==> src/rtl/uart_receiver.sv <==
// ============================================================================
// uart_receiver : oversampling UART receive front end, 8-N/E/O-1, LSB first
// Revision      : 1.0  initial release
// ============================================================================
`default_nettype none

module uart_receiver #(
  parameter int DATA_WIDTH     = 8,
  parameter int PRESCALE_WIDTH = 6
) (
  input  logic                      clk,
  input  logic                      reset_n,
  input  logic                      enable,
  input  logic                      rx_in,
  input  logic [PRESCALE_WIDTH-1:0] prescale,
  input  logic                      parity_enable,
  input  logic                      parity_type,
  output logic [DATA_WIDTH-1:0]     parallel_data,
  output logic                      parallel_data_valid,
  output logic                      parity_error,
  output logic                      stop_error
);

  localparam int BCW = (DATA_WIDTH > 1) ? $clog2(DATA_WIDTH) : 1;
  localparam logic [PRESCALE_WIDTH-1:0] c_ps8  = PRESCALE_WIDTH'(8);
  localparam logic [PRESCALE_WIDTH-1:0] c_ps16 = PRESCALE_WIDTH'(16);
  localparam logic [PRESCALE_WIDTH-1:0] c_ps32 = PRESCALE_WIDTH'(32);
  localparam logic [PRESCALE_WIDTH-1:0] c_one  = PRESCALE_WIDTH'(1);
  localparam logic [BCW-1:0]            c_last_bit = BCW'(DATA_WIDTH - 1);

  typedef enum logic [2:0] {IDLE, START, DATA, PARITY, STOP} state_e;

  state_e                      state_q, state_d;
  logic [PRESCALE_WIDTH-1:0]   edge_cnt_q, edge_cnt_d;
  logic [BCW-1:0]              bit_cnt_q, bit_cnt_d;
  logic [PRESCALE_WIDTH-1:0]   pre_q, pre_d;
  logic                        par_en_q, par_en_d;
  logic                        par_type_q, par_type_d;
  logic [2:0]                  samp_q, samp_d;
  logic                        bit_val_q, bit_val_d;
  logic [DATA_WIDTH-1:0]       shift_q, shift_d;
  logic                        par_bit_q, par_bit_d;
  logic [DATA_WIDTH-1:0]       data_q, data_d;
  logic                        valid_q, valid_d;
  logic                        perr_q, perr_d;
  logic                        serr_q, serr_d;

  logic [PRESCALE_WIDTH-1:0]   half_cnt;
  logic                        bit_end;
  logic                        start_det;
  logic                        perr_calc;
  logic                        serr_calc;

  assign half_cnt  = pre_q >> 1;
  assign bit_end   = (edge_cnt_q == (pre_q - c_one));
  assign perr_calc = par_en_q & (((^shift_q) ^ par_bit_q) != par_type_q);
  assign serr_calc = ~bit_val_q;

  always_comb begin
    state_d    = state_q;
    edge_cnt_d = edge_cnt_q;
    bit_cnt_d  = bit_cnt_q;
    pre_d      = pre_q;
    par_en_d   = par_en_q;
    par_type_d = par_type_q;
    samp_d     = samp_q;
    bit_val_d  = bit_val_q;
    shift_d    = shift_q;
    par_bit_d  = par_bit_q;
    data_d     = data_q;
    valid_d    = 1'b0;
    perr_d     = 1'b0;
    serr_d     = 1'b0;
    start_det  = 1'b0;

    if (state_q != IDLE) begin
      edge_cnt_d = bit_end ? '0 : edge_cnt_q + c_one;
    end

    // Three mid-bit samples, majority vote registered one cycle later
    if (edge_cnt_q == (half_cnt - c_one)) samp_d[0] = rx_in;
    if (edge_cnt_q == half_cnt)           samp_d[1] = rx_in;
    if (edge_cnt_q == (half_cnt + c_one)) samp_d[2] = rx_in;
    if (edge_cnt_q == (half_cnt + PRESCALE_WIDTH'(2))) begin
      bit_val_d = (samp_q[0] & samp_q[1]) | (samp_q[0] & samp_q[2]) |
                  (samp_q[1] & samp_q[2]);
    end

    case (state_q)
      IDLE: begin
        edge_cnt_d = '0;
        bit_cnt_d  = '0;
        start_det  = ~rx_in;
      end
      START: begin
        if (bit_end) begin
          bit_cnt_d = '0;
          state_d   = bit_val_q ? IDLE : DATA;
        end
      end
      DATA: begin
        if (bit_end) begin
          shift_d[bit_cnt_q] = bit_val_q;
          if (bit_cnt_q == c_last_bit) begin
            state_d = par_en_q ? PARITY : STOP;
          end else begin
            bit_cnt_d = bit_cnt_q + BCW'(1);
          end
        end
      end
      PARITY: begin
        if (bit_end) begin
          par_bit_d = bit_val_q;
          state_d   = STOP;
        end
      end
      STOP: begin
        if (bit_end) begin
          if (!perr_calc && !serr_calc) begin
            data_d  = shift_q;
            valid_d = 1'b1;
          end else begin
            perr_d = perr_calc;
            serr_d = serr_calc;
          end
          state_d = IDLE;
          // The final stop cycle doubles as the first idle check so a frame
          // train with no gap between frames keeps its exact period.
          start_det = ~rx_in;
        end
      end
      default: state_d = IDLE;
    endcase

    if (start_det) begin
      state_d    = START;
      edge_cnt_d = '0;
      par_en_d   = parity_enable;
      par_type_d = parity_type;
      pre_d      = ((prescale == c_ps16) || (prescale == c_ps32)) ? prescale : c_ps8;
    end

    if (!enable) begin
      state_d    = IDLE;
      edge_cnt_d = '0;
      bit_cnt_d  = '0;
      data_d     = data_q;
      valid_d    = 1'b0;
      perr_d     = 1'b0;
      serr_d     = 1'b0;
    end
  end

  always_ff @(posedge clk or negedge reset_n) begin
    if (!reset_n) begin
      state_q    <= IDLE;
      edge_cnt_q <= '0;
      bit_cnt_q  <= '0;
      pre_q      <= c_ps8;
      par_en_q   <= 1'b0;
      par_type_q <= 1'b0;
      samp_q     <= '0;
      bit_val_q  <= 1'b0;
      shift_q    <= '0;
      par_bit_q  <= 1'b0;
      data_q     <= '0;
      valid_q    <= 1'b0;
      perr_q     <= 1'b0;
      serr_q     <= 1'b0;
    end else begin
      state_q    <= state_d;
      edge_cnt_q <= edge_cnt_d;
      bit_cnt_q  <= bit_cnt_d;
      pre_q      <= pre_d;
      par_en_q   <= par_en_d;
      par_type_q <= par_type_d;
      samp_q     <= samp_d;
      bit_val_q  <= bit_val_d;
      shift_q    <= shift_d;
      par_bit_q  <= par_bit_d;
      data_q     <= data_d;
      valid_q    <= valid_d;
      perr_q     <= perr_d;
      serr_q     <= serr_d;
    end
  end

  assign parallel_data       = data_q;
  assign parallel_data_valid = valid_q;
  assign parity_error        = perr_q;
  assign stop_error          = serr_q;

endmodule

`default_nettype wire

==> config.mk <==
export PLATFORM = sky130hd
export DESIGN_NAME = uart_receiver
export DESIGN_NICKNAME = d
export VERILOG_FILES = /design/src/rtl/uart_receiver.sv
export SDC_FILE = /design/constraint.sdc
export NUM_CORES = 1
export LEC_CHECK = 0
export CAP_MARGIN = 0
export CORE_ASPECT_RATIO = 1.75
export CORE_UTILIZATION = 55
export CTS_BUF_LIST = sky130_fd_sc_hd__clkbuf_2 sky130_fd_sc_hd__clkbuf_4 sky130_fd_sc_hd__clkbuf_8
export CTS_CLUSTER_DIAMETER = 50
export DETAILED_ROUTE_END_ITERATION = 7
export GPL_ROUTABILITY_DRIVEN = 0
export PLACE_DENSITY = 0.73
export SLEW_MARGIN = 5
export SYNTH_ARGS = -nofsm -noshare
export SYNTH_HDL_FRONTEND = slang
export SYNTH_SLANG_ARGS = --single-unit
==> constraint.sdc <==
create_clock -name clk -period 2.8 [get_ports clk]
set_clock_uncertainty 0.2 [all_clocks]
set_input_delay 0.56 -clock clk [delete_from_list [all_inputs] [get_ports clk]]
set_output_delay 0.56 -clock clk [all_outputs]
set_load 0.03 [all_outputs]
==> flow_summary.json, run 1 <==
{
  "crit_top_cell": "sky130_fd_sc_hd__inv_1",
  "syn_avg_cell_area_sq_um": 10.7,
  "rrSetupSlack_ps": 230,
  "p_total_mw": 1.44,
  "grt_pass1_vias": 2030,
  "final_period_minus_worst_setup_slack_ps": 2570,
  "rows": 33,
  "routed.top_layer": "met4",
  "max_cap_violations": 0,
  "min-delay-path-class": "reg -> reg",
  "fillCellCount": 383,
  "irDropWorstVdd_mv": 0.411,
  "synth_enable_flop_cells": 0,
  "p_sw_share_pct": 27.2,
  "num-nets-final": 300,
  "relSlewSlack_pct": 64.6,
  "placement.cell_area_sq_um": 2930,
  "hold_path_end": "parallel_data[2]",
  "layout-drive-gt1-share_pct": 19.4,
  "finalSetupViolCount": 0,
  "port_buffers": 22,
  "timing.fmax_ghz": 0.389,
  "postSynthNetCount": 269,
  "routed-wl-met3_microns": 125,
  "slowest_delay_ps": 590,
  "post_cts_gate_resize_count": 0,
  "drcViolationCount": 0,
  "gr-usage-all-layers_pct": 25.3,
  "syn_area_sq_um": 2640,
  "fin_tns_setup_ps": 0,
  "die_y_microns": 93.6,
  "floorplan.core_area_sq_um": 4620,
  "crit_arrival_ps": 2570,
  "synth.cells.most_frequent": "sky130_fd_sc_hd__dfrtp_1, sky130_fd_sc_hd__mux2_2, sky130_fd_sc_hd__xnor2_1, sky130_fd_sc_hd__nand2_1, sky130_fd_sc_hd__nor2_1",
  "design.portCount": 23,
  "critical_path.slowest_cell": "sky130_fd_sc_hd__dfstp_2",
  "cts-buffers-inserted": 5,
  "ys_dominant_reg_cell": "sky130_fd_sc_hd__dfrtp_1",
  "status": "finished, final reports clean",
  "die_x_microns": 54.3,
  "finalMaxSlewViolations": 0,
  "synthCells": 247,
  "grt-ovfl-total": 0,
  "drt_pass1_iterations": 4,
  "finalHoldWorstSlack_ps": 313,
  "detailedRoute.firstIterationViolations": 30,
  "internal_power_mw": 1.05,
  "grt_first_pass_wirelength_mm": 9.09,
  "power.density_nw_per_um2": 471,
  "r2r-end": "parallel_data[4]",
  "tritoncts": "built",
  "met1_length_mm": 1.97,
  "min_from": "parallel_data[2]",
  "cp_cell_sequence": "inv_1 > ha_1 > inv_1 > o21ai_0 > xnor2_1 > and4_1 > nand4_4 > mux2_4",
  "reg2reg_from": "pre_q[3]",
  "place_hpwl_mm": 4.09,
  "grt_max_degree": 28,
  "critPathMaxFanout": 9,
  "finish.instance_area_sq_um": 3060,
  "power.clock.fraction_pct": 34.7,
  "power_frac_seq_pct": 50.2,
  "ys_ff_latch": 44,
  "critPathKind": "reg -> reg",
  "initial_utilization_pct": 57.0,
  "clock_tree.htree_level_count": 2,
  "yosys.area.top_type": "sky130_fd_sc_hd__dfrtp_1",
  "grt_setup_unrepaired": "false",
  "clkLatencyLatePin_ps": 300,
  "hold_viol_final": 0,
  "dieArea_sq_um": 5080,
  "synthArstFlopShare_pct": 100,
  "root_buffer": "sky130_fd_sc_hd__clkbuf_8",
  "finalCoreUtilization_pct": 66.2,
  "routedWlPerCell_microns": 16.2,
  "hold_depth": 1,
  "cts.reportedPaths.clkPinSlew_ps": 90,
  "numClockSinks": 44,
  "clock_tree.buffer_depth": 2,
  "num_antenna_cells": 0,
  "yosys_warnings": 0,
  "power_switching_mw": 0.392,
  "yosys.area.top_type_share_pct": 40.8,
  "detailroute.via_count": 1975,
  "cp-start-kind": "flop",
  "dr_wl_met2_mm": 2.98,
  "area.growth.synth_to_final_pct": 16.1,
  "worstSetupEndpointType": "flop",
  "antenna_left": 0,
  "synthTopCellsByArea": "sky130_fd_sc_hd__dfrtp_1, sky130_fd_sc_hd__mux2_2, sky130_fd_sc_hd__xnor2_1, sky130_fd_sc_hd__ha_1, sky130_fd_sc_hd__xor2_1",
  "vias_per_cell": 5.97,
  "postRouteWirelength_mm": 5.37,
  "required_time_at_the_endpoint_of_the_critical_path_ps": 2800,
  "timing_worst_slew_pin_value_ps": 526,
  "grt_antenna_before_repair": 0,
  "ys_seq_area_share_pct": 41.8,
  "combinationalPowerShare_pct": 15.1,
  "worstRegToRegCells": 8,
  "period_share_pct": 91.9,
  "synth_most_common_cell": "sky130_fd_sc_hd__dfrtp_1",
  "total_leakage_power_nw": 1.37,
  "ys_types": 51
}
[per-layer routing]
| metal | up-vias | track usage (%) |
|---|---|---|
| met5 | - | 0 |
| met4 | 0 | 16.9 |
| met3 | 25 | 4.55 |
| met2 | 51 | 44.6 |
| met1 | 968 | 24.9 |
| li1 | 931 | - |
[critical path, delay by kind of cell (launching register included)]
kind            cells  cell delay (ps)
compound gates      1               80
xor+xnor            1              190
fa+ha+maj           1              200
buf+inv             2              150
flops               1              590
mux                 1              360
simple gates        2              700
[sequential cells by signal, summed over array words and instances, names as in the netlist]
register and cells:
parallel_data 8, shift_q 8, edge_cnt_q 6, pre_q 6, bit_cnt_q 3, samp_q 3, state_q 3, bit_val_q 1
par_bit_q 1, par_en_q 1, par_type_q 1, parallel_data_valid 1, parity_error 1, stop_error 1
[area by class of cell]
| cell class | instances | area, sq um | area share (%) |
|---|---|---|---|
| Multi-Input combinational cell | 183 | 1430 | 46.7 |
| Sequential cell | 44 | 1100 | 36.0 |
| Timing Repair Buffer | 35 | 315 | 10.3 |
| Clock buffer | 5 | 68.8 | 2.25 |
| Tap cell | 52 | 65.1 | 2.13 |
| Clock inverter | 3 | 46.3 | 1.51 |
| Inverter | 9 | 33.8 | 1.10 |
[placed cells by master (no fill, tap or decap), types with 3 or more instances in the layout]
cell / count
sky130_fd_sc_hd__nor2_1: 15
sky130_fd_sc_hd__buf_4: 12
sky130_fd_sc_hd__clkbuf_8: 5
sky130_fd_sc_hd__o21ai_0: 10
sky130_fd_sc_hd__nor4_1: 7
sky130_fd_sc_hd__nor3_1: 5
sky130_fd_sc_hd__nand2b_1: 3
sky130_fd_sc_hd__nand3b_1: 4
sky130_fd_sc_hd__xnor2_1: 25
sky130_fd_sc_hd__mux2_2: 25
sky130_fd_sc_hd__a21oi_1: 3
sky130_fd_sc_hd__xor2_1: 9
sky130_fd_sc_hd__ha_1: 10
sky130_fd_sc_hd__nand3_1: 5
sky130_fd_sc_hd__inv_1: 9
sky130_fd_sc_hd__nand4_1: 7
sky130_fd_sc_hd__clkdlybuf4s50_1: 21
sky130_fd_sc_hd__nor2b_1: 3
sky130_fd_sc_hd__nand2_1: 17
sky130_fd_sc_hd__dfrtp_1: 43
sky130_fd_sc_hd__and2_1: 4
[kinds of logic (layout without fill, tap and decap cells)]
logic type	count (synthesis)	after routing	share of synthesized area, %
fa+ha+maj	11	11	5.13
buf+inv	20	52	3.99
compound gates	27	27	7.21
mux	28	28	12.2
xor+xnor	35	35	12.2
simple gates	82	82	17.5
flops	44	44	41.8
[worst max path at each step]
stage / cells after the start / slack, ps / to / startpoint
floorplan: 9 / 330 / samp_q[0] / pre_q[3]
finish: 8 / 230 / parallel_data[4] / pre_q[3]
global placement: 8 / 220 / shift_q[5] / pre_q[1]
global route: 9 / 30 / shift_q[7] / pre_q[3]
detailed placement: 9 / 150 / state_q[1] / pre_q[3]
CTS: 9 / 140 / state_q[1] / pre_q[3]
[power by group through the flow]
| stage | registers (mW) | clock network (mW) | logic, mW |
|---|---|---|---|
| after global routing | 0.731 | 0.537 | 0.242 |
| final | 0.724 | 0.501 | 0.218 |
| after detailed placement | 0.735 | 0 | 0.217 |
| after global placement | 0.735 | 0 | 0.214 |
| after CTS | 0.723 | 0.512 | 0.219 |
| after floorplan | 0.706 | 0 | 0.163 |
[through the flow]
step                      cells  setup slack [ps]
after global placement      321               223
final                       331               226
after global routing        331              28.7
after CTS                   330               136
after detailed placement    321               152
after floorplan             247               333
[what timing repair did]
item                                    CTS  global route
setup buffers                             0             1
endpoints found under the setup margin    0             6
hold endpoints to repair                 16             0
hold buffers                              1             0
(Power assumes the default switching activity.)
==> run 2: changes to the inputs <==
--- a/config.mk
+++ b/config.mk
@@ -7,12 +7,12 @@
 export LEC_CHECK = 0
 export CAP_MARGIN = 0
 export CORE_ASPECT_RATIO = 1.75
-export CORE_UTILIZATION = 55
+export CORE_UTILIZATION = 60
 export CTS_BUF_LIST = sky130_fd_sc_hd__clkbuf_2 sky130_fd_sc_hd__clkbuf_4 sky130_fd_sc_hd__clkbuf_8
 export CTS_CLUSTER_DIAMETER = 50
 export DETAILED_ROUTE_END_ITERATION = 7
 export GPL_ROUTABILITY_DRIVEN = 0
-export PLACE_DENSITY = 0.73
+export PLACE_DENSITY = 0.78
 export SLEW_MARGIN = 5
 export SYNTH_ARGS = -nofsm -noshare
 export SYNTH_HDL_FRONTEND = slang
==> flow_summary.json, run 2 (synthesized netlist as in run 1, its figures left out) <==
{
  "timing.fmax_ghz": 0.377,
  "layout-drive-gt1-share_pct": 20.6,
  "p_total_mw": 1.44,
  "cts.reportedPaths.clkPinSlew_ps": 90,
  "placement.cell_area_sq_um": 2950,
  "dieArea_sq_um": 4670,
  "drt_pass1_iterations": 4,
  "status": "finished, final reports clean",
  "required_time_at_the_endpoint_of_the_critical_path_ps": 2800,
  "relSlewSlack_pct": 36.9,
  "finalSetupViolCount": 0,
  "irDropWorstVdd_mv": 0.400,
  "detailedRoute.firstIterationViolations": 22,
  "numClockSinks": 44,
  "grt_pass1_vias": 1956,
  "finalHoldWorstSlack_ps": 199,
  "root_buffer": "sky130_fd_sc_hd__clkbuf_8",
  "layout_commonest_cell": "sky130_fd_sc_hd__dfrtp_1",
  "port_buffers": 22,
  "design.portCount": 23,
  "clkLatencyLatePin_ps": 300,
  "total_leakage_power_nw": 1.40,
  "fin_tns_setup_ps": 0,
  "grt_antenna_before_repair": 0,
  "floorplan.core_area_sq_um": 4190,
  "antenna_left": 0,
  "clock_tree.htree_level_count": 2,
  "routedWlPerCell_microns": 16.7,
  "critPathKind": "reg -> reg",
  "clock_tree.buffer_depth": 2,
  "finish.instance_area_sq_um": 3090,
  "hold_viol_final": 0,
  "timing_worst_slew_pin_value_ps": 947,
  "finalMaxSlewViolations": 0,
  "period_share_pct": 94.8,
  "vias_per_cell": 5.80,
  "grt-ovfl-total": 0,
  "cp-start-kind": "flop",
  "postRouteWirelength_mm": 5.50,
  "drcViolationCount": 0,
  "num_antenna_cells": 0,
  "mostFrequentLayoutCells": "sky130_fd_sc_hd__dfrtp_1, sky130_fd_sc_hd__xnor2_1, sky130_fd_sc_hd__mux2_2, sky130_fd_sc_hd__clkdlybuf4s50_1, sky130_fd_sc_hd__nand2_1",
  "crit_arrival_ps": 2650,
  "power.density_nw_per_um2": 465,
  "min-delay-path-class": "in -> async",
  "die_y_microns": 89.7,
  "area.growth.synth_to_final_pct": 17.0,
  "grt_max_degree": 45,
  "place_hpwl_mm": 4.09,
  "fillCellCount": 299,
  "initial_utilization_pct": 62.9,
  "detailroute.via_count": 1913,
  "cts-buffers-inserted": 5,
  "tritoncts": "built",
  "cts.hold.buffers_added": 0,
  "die_x_microns": 52.1,
  "final_period_minus_worst_setup_slack_ps": 2650,
  "grt_first_pass_wirelength_mm": 9.01,
  "finalCoreUtilization_pct": 73.7,
  "max_cap_violations": 0,
  "rows": 31,
  "worstSetupEndpointType": "flop",
  "critPathMaxFanout": 7,
  "gr-usage-all-layers_pct": 27.2,
  "num-nets-final": 302
}
==> run 2: metrics by stage <==
step	setup WS (ps)	instances
after floorplan	333	247
after global placement	103	321
after detailed placement	49.2	321
after CTS	35.1	329
after global routing	-13.0	330
final	146	330
==> run 2: cell type report <==
type / count / area, sq um / area share, %
Tap cell: 49 / 61.3 / 1.99
Multi-Input combinational cell: 183 / 1440 / 46.8
Inverter: 9 / 33.8 / 1.09
Clock buffer: 5 / 68.8 / 2.23
Timing Repair Buffer: 37 / 328 / 10.6
Sequential cell: 44 / 1100 / 35.7
Clock inverter: 3 / 47.5 / 1.54
==> run 2: what timing repair did <==
| action | in CTS | in global routing |
|---|---|---|
| buffers inserted | 0 | 1 |
| endpoints found under the setup margin | 0 | 5 |
| gates resized for setup | 0 | 2 |
==> run 2: metal layers <==
metal  GRT usage, %  wire length [microns]  up-vias
met2           48.4                   3000       44
met4           19.2                    254        0
met1           28.3                   2080      919
met3           4.21                    165       19
li1               -                      -      931
met5              0                      0        -
==> run 2: power breakdown <==
part | internal, mW | switching (mW)
logic | 0.111 | 0.106
clock network | 0.269 | 0.229
registers | 0.670 | 0.0520
==> run 2: worst max-delay path: stages, from the launching register on <==
cell and delay [ps]:
sky130_fd_sc_hd__dfrtp_1 390, sky130_fd_sc_hd__inv_1 150, sky130_fd_sc_hd__ha_1 180, sky130_fd_sc_hd__a21boi_2 190, sky130_fd_sc_hd__nand2_1 100, sky130_fd_sc_hd__xnor2_1 220
sky130_fd_sc_hd__nand4_1 120, sky130_fd_sc_hd__buf_4 190, sky130_fd_sc_hd__nor4_1 330, sky130_fd_sc_hd__buf_4 170, sky130_fd_sc_hd__mux2_2 310
==> run 2: final timing paths <==
check	endpoint	startpoint	slack, ps	cells past startpoint
min	state_q[0]	reset_n	200	1
max	shift_q[7]	pre_q[1]	150	10
min in group clk	parallel_data[1]	parallel_data[1]	310	1
max reg2reg	shift_q[7]	pre_q[1]	150	10
min reg2reg	parallel_data[1]	parallel_data[1]	310	1
max in group asynchronous	samp_q[0]	reset_n	1610	1
==> run 3: changes to the inputs <==
--- a/config.mk
+++ b/config.mk
@@ -7,12 +7,12 @@
 export LEC_CHECK = 0
 export CAP_MARGIN = 0
 export CORE_ASPECT_RATIO = 1.75
-export CORE_UTILIZATION = 60
+export CORE_UTILIZATION = 30
 export CTS_BUF_LIST = sky130_fd_sc_hd__clkbuf_2 sky130_fd_sc_hd__clkbuf_4 sky130_fd_sc_hd__clkbuf_8
 export CTS_CLUSTER_DIAMETER = 50
 export DETAILED_ROUTE_END_ITERATION = 7
 export GPL_ROUTABILITY_DRIVEN = 0
-export PLACE_DENSITY = 0.78
+export PLACE_DENSITY = 0.43
 export SLEW_MARGIN = 5
 export SYNTH_ARGS = -nofsm -noshare
 export SYNTH_HDL_FRONTEND = slang
==> flow_summary.json, run 3 (synthesized netlist as in run 1, its figures left out) <==
{
  "status": "finished, violations left",
  "failed_checks": "hold timing",
  "cp-start-kind": "flop",
  "vias_per_cell": 4.86,
  "cts.reportedPaths.clkPinSlew_ps": 100,
  "die_x_microns": 72.9,
  "worstSetupEndpointType": "flop",
  "tritoncts": "built",
  "irDropWorstVdd_mv": 0.212,
  "total_leakage_power_nw": 1.36,
  "clkLatencyLatePin_ps": 310,
  "finalSetupViolCount": 0,
  "critPathKind": "reg -> reg",
  "drcViolationCount": 0,
  "detailroute.via_count": 1916,
  "min-delay-path-class": "in -> async",
  "register_area_sq_um": 1100,
  "grt_antenna_before_repair": 0,
  "cts-buffers-inserted": 5,
  "root_buffer": "sky130_fd_sc_hd__clkbuf_8",
  "hold_viol_final": 14,
  "num_antenna_cells": 0,
  "timing.fmax_ghz": 0.381,
  "numClockSinks": 44,
  "timing_worst_slew_pin_value_ps": 1260,
  "layout-drive-gt1-share_pct": 22.6,
  "layout_commonest_cell": "sky130_fd_sc_hd__dfrtp_1",
  "gr-usage-all-layers_pct": 14.8,
  "initial_utilization_pct": 31.3,
  "relSlewSlack_pct": 15.1,
  "finalHoldWorstSlack_ps": -8.30,
  "postRouteWirelength_mm": 6.10,
  "fillCellCount": 854,
  "clock_tree.htree_level_count": 2,
  "max_cap_violations": 0,
  "rows": 44,
  "final_period_minus_worst_setup_slack_ps": 2620,
  "floorplan.core_area_sq_um": 8420,
  "period_share_pct": 93.7,
  "design.portCount": 23,
  "clock_tree.buffer_depth": 2,
  "grt_pass1_vias": 1902,
  "num-nets-final": 300,
  "required_time_at_the_endpoint_of_the_critical_path_ps": 2810,
  "grt_max_degree": 22,
  "power.density_nw_per_um2": 432,
  "mostFrequentLayoutCells": "sky130_fd_sc_hd__dfrtp_1, sky130_fd_sc_hd__xnor2_1, sky130_fd_sc_hd__mux2_2, sky130_fd_sc_hd__clkdlybuf4s50_1, sky130_fd_sc_hd__nand2_1",
  "grt-ovfl-total": 0,
  "grt_first_pass_wirelength_mm": 10.1,
  "postCtsSetupRepairBufs": 0,
  "multi_input_comb_area_sq_um": 1480,
  "dieArea_sq_um": 9180,
  "detailedRoute.firstIterationViolations": 45,
  "crit_arrival_ps": 2630,
  "drt_pass1_iterations": 4,
  "area.growth.synth_to_final_pct": 19.9,
  "critPathMaxFanout": 11,
  "p_total_mw": 1.36,
  "port_buffers": 22,
  "place_hpwl_mm": 4.79,
  "grt_setup_unrepaired": "false",
  "antenna_left": 0,
  "cts.hold.buffers_added": 0,
  "finalCoreUtilization_pct": 37.5,
  "finalMaxSlewViolations": 0,
  "routedWlPerCell_microns": 15.5,
  "die_y_microns": 126
}
-- run 3: path summary, 6_finish.rpt --
path,start,end,slack [ps],cells past startpoint
worst min register to register,parallel_data[3],parallel_data[3],310,1
worst min-delay path,reset_n,shift_q[0],-8,1
min in group clk,parallel_data[3],parallel_data[3],310,1
worst max register to register,pre_q[1],shift_q[5],180,9
max in group asynchronous,reset_n,pre_q[3],1780,2
worst max-delay path,pre_q[1],shift_q[5],180,9
-- run 3: power breakdown --
group / switching (mW) / internal (mW)
clock: 0.241 / 0.177
sequential: 0.0528 / 0.670
combinational: 0.111 / 0.114
-- run 3: critical path: stages (launching register included) --
cell	delay, ps
sky130_fd_sc_hd__dfrtp_2	460
sky130_fd_sc_hd__inv_1	170
sky130_fd_sc_hd__ha_1	190
sky130_fd_sc_hd__a21boi_2	200
sky130_fd_sc_hd__nand2_1	80
sky130_fd_sc_hd__xnor2_1	160
sky130_fd_sc_hd__nand4_1	120
sky130_fd_sc_hd__buf_4	200
sky130_fd_sc_hd__nor4_2	370
sky130_fd_sc_hd__mux2_2	370
-- run 3: final cells by class --
cell class / instances / share of cell area (%)
clock buffer: 5 / 2.18
clock inverter: 3 / 0.752
inverter: 9 / 1.07
multi-input combinational: 183 / 46.7
sequential: 44 / 34.9
tap: 115 / 4.55
timing repair buffer: 35 / 9.89
-- run 3: metrics by stage --
step	instance area (sq um)	TNS, ps	instances	setup WS (ps)
after floorplan	2640	0	247	333
after global placement	3020	-27.6	386	-27.6
after detailed placement	3020	0	386	17.3
after CTS	3120	0	394	14.4
after global routing	3160	0	394	13.9
final	3160	0	394	176
-- run 3: repair_timing --
| action | CTS | global route |
|---|---|---|
| pin swaps | 0 | 0 |
| cloned | 0 | 0 |
| gates resized for setup | 1 | 8 |
| setup endpoints to repair | 1 | 18 |
-- run 3: per-layer routing --
metal / part of all wire (%) / track usage, %
met2: 59 / 28.9
met1: 36 / 14.7
met5: 0 / 0
met4: 3.2 / 7.27
met3: 2.0 / 1.92
